File: src/rtl/edge_event_arbiter_pkg.sv
// Shared types and constants for the edge event arbiter: the event record
// and the two-state presentation FSM encoding.
package edge_arb_pkg;

    localparam int DEFAULT_NUM_CH = 4;
    localparam int MAX_CH_W       = 4;  // wide enough for the 16-channel maximum

    typedef struct packed {
        logic [MAX_CH_W-1:0] chan;
        logic                is_rise;
    } evt_t;

    typedef enum logic {
        ST_IDLE    = 1'b0,
        ST_PRESENT = 1'b1
    } state_t;

endpackage

File: src/rtl/edge_event_arbiter_if.sv
// Valid/ready event stream between the arbiter (master) and the shared
// interrupt/log consumer (slave).
interface edge_event_arbiter_if #(
    parameter int NUM_CH = edge_arb_pkg::DEFAULT_NUM_CH
) ();
    localparam int CH_W = $clog2(NUM_CH);

    logic            evt_valid_o;
    logic            evt_ready_i;
    logic [CH_W-1:0] evt_chan_o;
    logic            evt_is_rise_o;

    modport master (
        output evt_valid_o,
        output evt_chan_o,
        output evt_is_rise_o,
        input  evt_ready_i
    );

    modport slave (
        input  evt_valid_o,
        input  evt_chan_o,
        input  evt_is_rise_o,
        output evt_ready_i
    );
endinterface

File: src/rtl/edge_event_arbiter_rr.sv
// Combinational round-robin arbiter: rotate the request vector so ptr lands
// on bit 0, priority-encode the lowest set bit, then rotate the index back.
module rr_arbiter #(
    parameter int N = 4
) (
    input  logic [N-1:0]         req,
    input  logic [$clog2(N)-1:0] ptr,
    output logic                 gnt_valid,
    output logic [$clog2(N)-1:0] gnt_idx
);
    localparam int         W     = $clog2(N);
    localparam logic [W:0] N_EXT = (W+1)'(N);

    logic [N-1:0] w_rot;
    logic [W:0]   w_idx;
    logic [W-1:0] w_off;
    logic [W:0]   w_sum;

    // NOTE: every variable written in an always_comb gets a default first, so
    // no path can leave it holding its old value and infer a latch.
    always_comb begin
        w_rot = '0;
        w_idx = '0;
        for (int i = 0; i < N; i++) begin
            w_idx = {1'b0, ptr} + (W+1)'(i);
            if (w_idx >= N_EXT) w_idx = w_idx - N_EXT;
            w_rot[i] = req[w_idx[W-1:0]];
        end
    end

    always_comb begin
        w_off = '0;
        for (int i = N - 1; i >= 0; i--) begin
            if (w_rot[i]) w_off = W'(i);
        end
    end

    always_comb begin
        w_sum = {1'b0, ptr} + {1'b0, w_off};
        if (w_sum >= N_EXT) w_sum = w_sum - N_EXT;
    end

    assign gnt_valid = |w_rot;
    assign gnt_idx   = w_sum[W-1:0];

endmodule

File: src/rtl/edge_event_arbiter.sv
// Latches per-channel rise/fall edge pulses as pending events and serialises
// them round-robin onto one valid/ready stream, flagging merged (lost) pulses.
module edge_event_arbiter
    import edge_arb_pkg::*;
#(
    parameter int NUM_CH = DEFAULT_NUM_CH
) (
    input  logic                clk,
    input  logic                reset,
    input  logic [NUM_CH-1:0]   rise_i,
    input  logic [NUM_CH-1:0]   fall_i,
    input  logic [NUM_CH-1:0]   mask_i,
    input  logic [NUM_CH-1:0]   clr_overflow_i,
    output logic [NUM_CH-1:0]   overflow_o,
    edge_event_arbiter_if.master evt_if
);
    localparam int CH_W = $clog2(NUM_CH);

    state_t            r_state, w_state_nxt;
    evt_t              r_evt, w_evt_nxt;
    logic [NUM_CH-1:0] r_rise_pend, r_fall_pend, r_ovf;
    logic [CH_W-1:0]   r_rr_ptr, w_rr_ptr_nxt;

    logic [NUM_CH-1:0] w_rise_set, w_fall_set, w_req, w_gnt_oh;
    logic [NUM_CH-1:0] w_rise_clr, w_fall_clr, w_ovf_set;
    logic [CH_W-1:0]   w_after_ptr, w_search_ptr, w_gnt_idx;
    logic              w_gnt_valid, w_hs, w_load, w_sel_rise;

    assign w_rise_set = rise_i & mask_i;
    assign w_fall_set = fall_i & mask_i;
    assign w_req      = r_rise_pend | r_fall_pend;
    assign w_hs       = (r_state == ST_PRESENT) && evt_if.evt_ready_i;

    // On a handshake the next search already starts after the presented
    // channel, so back-to-back loads stay fair without waiting for rr_ptr.
    assign w_after_ptr  = (r_evt.chan == MAX_CH_W'(NUM_CH - 1)) ? '0
                                                                : CH_W'(r_evt.chan + 1'b1);
    assign w_search_ptr = w_hs ? w_after_ptr : r_rr_ptr;

    rr_arbiter #(.N(NUM_CH)) u_rr_arbiter (
        .req       (w_req),
        .ptr       (w_search_ptr),
        .gnt_valid (w_gnt_valid),
        .gnt_idx   (w_gnt_idx)
    );

    assign w_sel_rise = r_rise_pend[w_gnt_idx];
    assign w_gnt_oh   = NUM_CH'(1) << w_gnt_idx;

    always_comb begin
        w_state_nxt  = r_state;
        w_load       = 1'b0;
        w_rr_ptr_nxt = r_rr_ptr;
        case (r_state)
            ST_IDLE: begin
                if (w_gnt_valid) begin
                    w_load      = 1'b1;
                    w_state_nxt = ST_PRESENT;
                end
            end
            ST_PRESENT: begin
                if (w_hs) begin
                    w_rr_ptr_nxt = w_after_ptr;
                    if (w_gnt_valid) w_load      = 1'b1;
                    else             w_state_nxt = ST_IDLE;
                end
            end
            default: w_state_nxt = ST_IDLE;
        endcase

        w_evt_nxt = r_evt;
        if (w_load) begin
            w_evt_nxt.chan    = MAX_CH_W'(w_gnt_idx);
            w_evt_nxt.is_rise = w_sel_rise;
        end
    end

    assign w_rise_clr = (w_load &&  w_sel_rise) ? w_gnt_oh : '0;
    assign w_fall_clr = (w_load && !w_sel_rise) ? w_gnt_oh : '0;

    // A pulse on a bit that is leaving for the output re-arms it instead of overflowing.
    assign w_ovf_set = (w_rise_set & r_rise_pend & ~w_rise_clr)
                     | (w_fall_set & r_fall_pend & ~w_fall_clr);

    // NOTE: sequential state uses non-blocking assignments so every register
    // samples pre-edge values, independent of statement order.
    always_ff @(posedge clk) begin
        if (reset) begin
            r_state     <= ST_IDLE;
            r_evt       <= '0;
            r_rr_ptr    <= '0;
            r_rise_pend <= '0;
            r_fall_pend <= '0;
            r_ovf       <= '0;
        end else begin
            r_state     <= w_state_nxt;
            r_evt       <= w_evt_nxt;
            r_rr_ptr    <= w_rr_ptr_nxt;
            r_rise_pend <= (r_rise_pend & ~w_rise_clr) | w_rise_set;
            r_fall_pend <= (r_fall_pend & ~w_fall_clr) | w_fall_set;
            r_ovf       <= (r_ovf & ~clr_overflow_i) | w_ovf_set;
        end
    end

    assign evt_if.evt_valid_o   = (r_state == ST_PRESENT);
    assign evt_if.evt_chan_o    = CH_W'(r_evt.chan);
    assign evt_if.evt_is_rise_o = r_evt.is_rise;
    assign overflow_o           = r_ovf;

endmodule

File: src/flat_wrapper.sv
// flat-port wrapper written by rule: the top's interface ports become plain ports
module edge_event_arbiter_flat import edge_arb_pkg::*;
#(
    parameter int NUM_CH = DEFAULT_NUM_CH
)
  (clk, reset, rise_i, fall_i, mask_i, clr_overflow_i, overflow_o, evt_if_evt_valid_o, evt_if_evt_chan_o, evt_if_evt_is_rise_o, evt_if_evt_ready_i);
  edge_event_arbiter_if #(.NUM_CH(NUM_CH)) evt_if_i ();
  input  logic clk;
  input  logic reset;
  input  logic [NUM_CH-1:0] rise_i;
  input  logic [NUM_CH-1:0] fall_i;
  input  logic [NUM_CH-1:0] mask_i;
  input  logic [NUM_CH-1:0] clr_overflow_i;
  output logic [NUM_CH-1:0] overflow_o;
  output wire logic [$bits(evt_if_i.evt_valid_o)-1:0] evt_if_evt_valid_o;
  output wire logic [$bits(evt_if_i.evt_chan_o)-1:0] evt_if_evt_chan_o;
  output wire logic [$bits(evt_if_i.evt_is_rise_o)-1:0] evt_if_evt_is_rise_o;
  input wire logic [$bits(evt_if_i.evt_ready_i)-1:0] evt_if_evt_ready_i;
  assign evt_if_evt_valid_o = evt_if_i.evt_valid_o;
  assign evt_if_evt_chan_o = evt_if_i.evt_chan_o;
  assign evt_if_evt_is_rise_o = evt_if_i.evt_is_rise_o;
  assign evt_if_i.evt_ready_i = evt_if_evt_ready_i;
  edge_event_arbiter #(.NUM_CH(NUM_CH)) u_core (.clk(clk), .reset(reset), .rise_i(rise_i), .fall_i(fall_i), .mask_i(mask_i), .clr_overflow_i(clr_overflow_i), .overflow_o(overflow_o), .evt_if(evt_if_i));
endmodule
File: config.mk
export PLATFORM = sky130hd
export DESIGN_NAME = edge_event_arbiter_flat
export DESIGN_NICKNAME = d
export VERILOG_FILES = /design/src/rtl/edge_event_arbiter_pkg.sv /design/src/rtl/edge_event_arbiter_if.sv /design/src/rtl/edge_event_arbiter_rr.sv /design/src/rtl/edge_event_arbiter.sv /design/src/flat_wrapper.sv
export SDC_FILE = /design/constraint.sdc
export NUM_CORES = 1
export LEC_CHECK = 0
export ABC_AREA = 1
export CORE_MARGIN = 2
export CORE_UTILIZATION = 45
export DETAILED_ROUTE_END_ITERATION = 6
export PLACE_DENSITY = 0.73
export SYNTH_ARGS = -nofsm -noshare
export SYNTH_HDL_FRONTEND = slang
export SYNTH_SLANG_ARGS = --single-unit
File: constraint.sdc
create_clock -name clk -period 4.5 [get_ports clk]
set_input_delay 0.9 -clock clk [delete_from_list [all_inputs] [get_ports clk]]
set_output_delay 0.9 -clock clk [all_outputs]
set_load 0.03 [all_outputs]
==> flow_metrics.py <==
metrics = {
    "status": {
        "run_status": "finished clean",
    },
    "worst_setup_path": {
        "critical_path_peak_fanout": 7,
        "rrSetupSlack_ns": 1.57,
        "timing.critical_path.required_ns": 4.71,
        "criticalPathCategory": "input pin to register",
        "endpoint_kind": "register",
        "worstPathArrival_ns": 3.70,
        "critPathLaunchType": "input pin",
    },
    "global_route": {
        "grt_antenna_before_repair": 0,
        "pin_count_of_the_biggest_net_entering_global_routing": 15,
        "grt-ovfl-total": 0,
        "grt_pass1_vias": 1177,
        "grt_usage": 0.1890,
        "grt_first_pass_wirelength_mm": 4.761,
    },
    "drt": {
        "drc_errors": 0,
        "drt-initial-drc-count": 27,
        "drt.antenna.violating_nets": 0,
        "drt_first_pass_iters": 4,
        "detail_route.wirelength_mm": 2.706,
        "post_drt_wl_per_cell_um": 10.78,
        "via_per_inst": 5.116,
        "total_via_count_after_detailed_routing": 1284,
    },
    "sta": {
        "max_slew_headroom_at_the_worst_pin": 0.7039,
        "post-route-period-util": 0.7771,
        "rsz_0062_raised_after_global_routing": "no",
        "finalClockSkew_ns": 0.006552,
        "timing.final.max_slew_violations": 0,
        "finalHoldViolations": 0,
        "fmax_ghz": 0.2860,
        "tightestPinTransition_ns": 0.4395,
        "fin_crit_ns": 3.497,
        "finalSetupTns_ns": 0,
        "setup_viol": 0,
        "finalWorstSetupSlack_ns": 1.003,
    },
    "placed_design": {
        "buffer_ports.inserted": 26,
        "dp.final_hpwl_mm": 2.198,
        "dpl_worst_slack_ns": 0.7336,
        "gpl.final_weighted_congestion": 0.8617,
    },
    "die": {
        "start_util": 0.4788,
        "area_of_the_placeable_core_um2": 2477,
        "design.portCount": 27,
        "num_rows": 18,
        "die_h_um": 55.34,
        "area_of_the_die_um2": 3063,
        "dieWidth_um": 55.34,
    },
    "cts": {
        "numCtsBuffers": 3,
        "cts_tree": "built",
        "post-cts-setup-buffers": 0,
        "cts.htree.levels": 1,
        "post_cts_resize_count": 0,
        "clkSinkCount": 18,
        "postCtsHoldBufs": 0,
        "clock_tree.root_cell": "clkbuf_4",
        "clock_insertion_delay_worst_skew_ns": 0.29,
        "clkTransAtPathRegs_ns": 0.11,
        "number_of_buffers_on_the_longest_clock_path": 2,
    },
    "synth": {
        "synth_seq_cells": 18,
        "synth.yosys.warnings": 0,
        "post_synth.cell_area_avg_um2": 6.114,
        "yosysSeqAreaShare": 0.3038,
        "synthesis.nets": 215,
        "netlist_area_um2": 1186,
        "syn-instance-count": 194,
        "post_synth_num_cell_types": 23,
    },
    "layout": {
        "syn2layout_area_growth_pct": 26.05,
        "n_antenna_cell": 0,
        "num-nets-final": 244,
        "post_route_cells_drive_above_1_share": 0.09955,
        "final.fill_count": 253,
        "multi_input_comb_area_um2": 698.2,
        "final-seq-area_um2": 360.3,
    },
    "power_and_ir_drop": {
        "cell_internal_pwr_mw": 0.4441,
        "power.share.combinational": 0.688,
        "power_density_nw_per_um2": 637.0,
        "worst_ir_drop_vdd_uv": 364.6,
        "power.share.sequential": 0.226,
        "clockPowerShare": 0.085,
        "switchingPower_mw": 0.5083,
        "netSwitchingFraction": 0.5337,
        "p_leak_nw": 0.7460,
    },
    "job": {
        "max_cap_viol_count": 0,
    },
    "worst_hold_path": {
        "timing.hold.worst.class": "register to register",
    },
}
==> power by group through the flow <==
stage          combinational, mW  clock, mW  sequential, mW
2_1_floorplan              0.483          0           0.248
3_3_place_gp               0.637          0           0.218
3_5_place_dp               0.651          0           0.219
4_1_cts                    0.658     0.0836           0.215
5_1_grt                    0.749     0.0896           0.220
6_report                   0.656     0.0812           0.216
==> kinds of logic (layout without fill, tap and decap cells) <==
group	count (synthesis)	in the layout	synth area share
buf+inv	33	60	0.1076
simple gates	123	123	0.4779
fa+ha+maj	2	2	0.02109
compound gates	17	17	0.08228
flops	18	18	0.3038
xor+xnor	1	1	0.007385
==> worst paths after layout <==
kind	from	to	depth (start not counted)
worst max register to register	u_core.evt_if.evt_chan_o[0]	u_core.overflow_o[0]	23
worst min register to register	u_core.r_fall_pend[1]	u_core.r_fall_pend[1]	2
worst max-delay path	evt_if_evt_ready_i	u_core.overflow_o[0]	23
worst min-delay path	u_core.r_fall_pend[1]	u_core.r_fall_pend[1]	2
==> layout by cell type, fill, tap and decap left out <==
cell type / instances
clkbuf_4: 3
nand3_1: 16
o211ai_1: 4
nand3b_1: 1
o21ai_1: 1
dfxtp_1: 18
inv_2: 4
nor2_2: 1
o21ai_0: 2
nand2_1: 71
inv_1: 27
nand4_1: 10
clkdlybuf4s50_1: 26
nand2_2: 8
nand3_2: 1
nand2_4: 1
xor2_1: 1
or2_2: 2
nor2_1: 10
nor2_4: 2
a21oi_1: 9
o31ai_1: 1
ha_1: 2
==> Yosys cell counts <==
| cell type | n | area share |
|---|---|---|
| nand2_1 | 71 | 0.22 |
| inv_1 | 27 | 0.085 |
| dfxtp_1 | 18 | 0.30 |
| nand3_1 | 16 | 0.068 |
| nand4_1 | 10 | 0.053 |
| nor2_1 | 10 | 0.032 |
| a21oi_1 | 9 | 0.038 |
| nand2_2 | 8 | 0.042 |
| inv_2 | 4 | 0.013 |
| o211ai_1 | 4 | 0.025 |
| ha_1 | 2 | 0.021 |
| nor2_4 | 2 | 0.019 |
| o21ai_0 | 2 | 0.0084 |
| or2_2 | 2 | 0.011 |
| buf_4 | 1 | 0.0063 |
| clkbuf_1 | 1 | 0.0032 |
| nand2_4 | 1 | 0.0095 |
| nand3_2 | 1 | 0.0084 |
| nand3b_1 | 1 | 0.0063 |
| nor2_2 | 1 | 0.0053 |
| o21ai_1 | 1 | 0.0042 |
| o31ai_1 | 1 | 0.0063 |
| xor2_1 | 1 | 0.0074 |
==> registers in the layout, summed over array words and instances, names as in the netlist <==
signal	count
u_core.r_rr_ptr	2
u_core.overflow_o	4
u_core.evt_if.evt_is_rise_o	1
u_core.r_rise_pend	4
u_core.evt_if.evt_chan_o	2
u_core.evt_if.evt_valid_o	1
u_core.r_fall_pend	4
==> final cells by class <==
| type | instances | share of cell area |
|---|---|---|
| Multi-Input combinational cell | 143 | 0.4669 |
| Sequential cell | 18 | 0.2410 |
| Timing Repair Buffer | 26 | 0.1741 |
| Inverter | 31 | 0.07782 |
| Tap cell | 30 | 0.02510 |
| Clock buffer | 3 | 0.01506 |
==> metal layers <==
metal / routed length (µm) / vias to the layer above / global-route usage
li1: - / 671 / -
met1: 1269 / 586 / 0.2259
met2: 1329 / 23 / 0.3350
met3: 81 / 4 / 0.03044
met4: 27 / 0 / 0.07317
met5: 0 / - / 0
==> metrics by stage <==
| step | hold WS (ns) | util | cell area [µm²] | total power, mW | cells |
|---|---|---|---|---|---|
| 2_1_floorplan | 0.4411 | - | 1186 | 0.7317 | 194 |
| 3_3_place_gp | 0.4487 | 0.5944 | 1473 | 0.8545 | 248 |
| 3_5_place_dp | 0.4598 | 0.5944 | 1473 | 0.8693 | 248 |
| 4_1_cts | 0.4733 | 0.6035 | 1495 | 0.9575 | 251 |
| 5_1_grt | 0.4964 | 0.6035 | 1495 | 1.058 | 251 |
| 6_report | 0.4733 | 0.6035 | 1495 | 0.9524 | 251 |
==> worst max-delay path, cell delays in order <==
cell and delay (ns):
clkdlybuf4s50_1 0.52, nand2_2 0.12, nand2_1 0.08, nand2_1 0.16, nand2_1 0.12, nand2_1 0.08, nand2_1 0.10, nand2_1 0.06
nand2_1 0.07, nand2_2 0.06, nand2_1 0.09, inv_1 0.05, ha_1 0.20, xor2_1 0.17, nand3b_1 0.18, nand2_2 0.14
inv_2 0.09, nor2_1 0.12, nand4_1 0.16, nand2_1 0.10, nand3_1 0.07, nand2_1 0.06, inv_1 0.04
(Power assumes the default switching activity.)
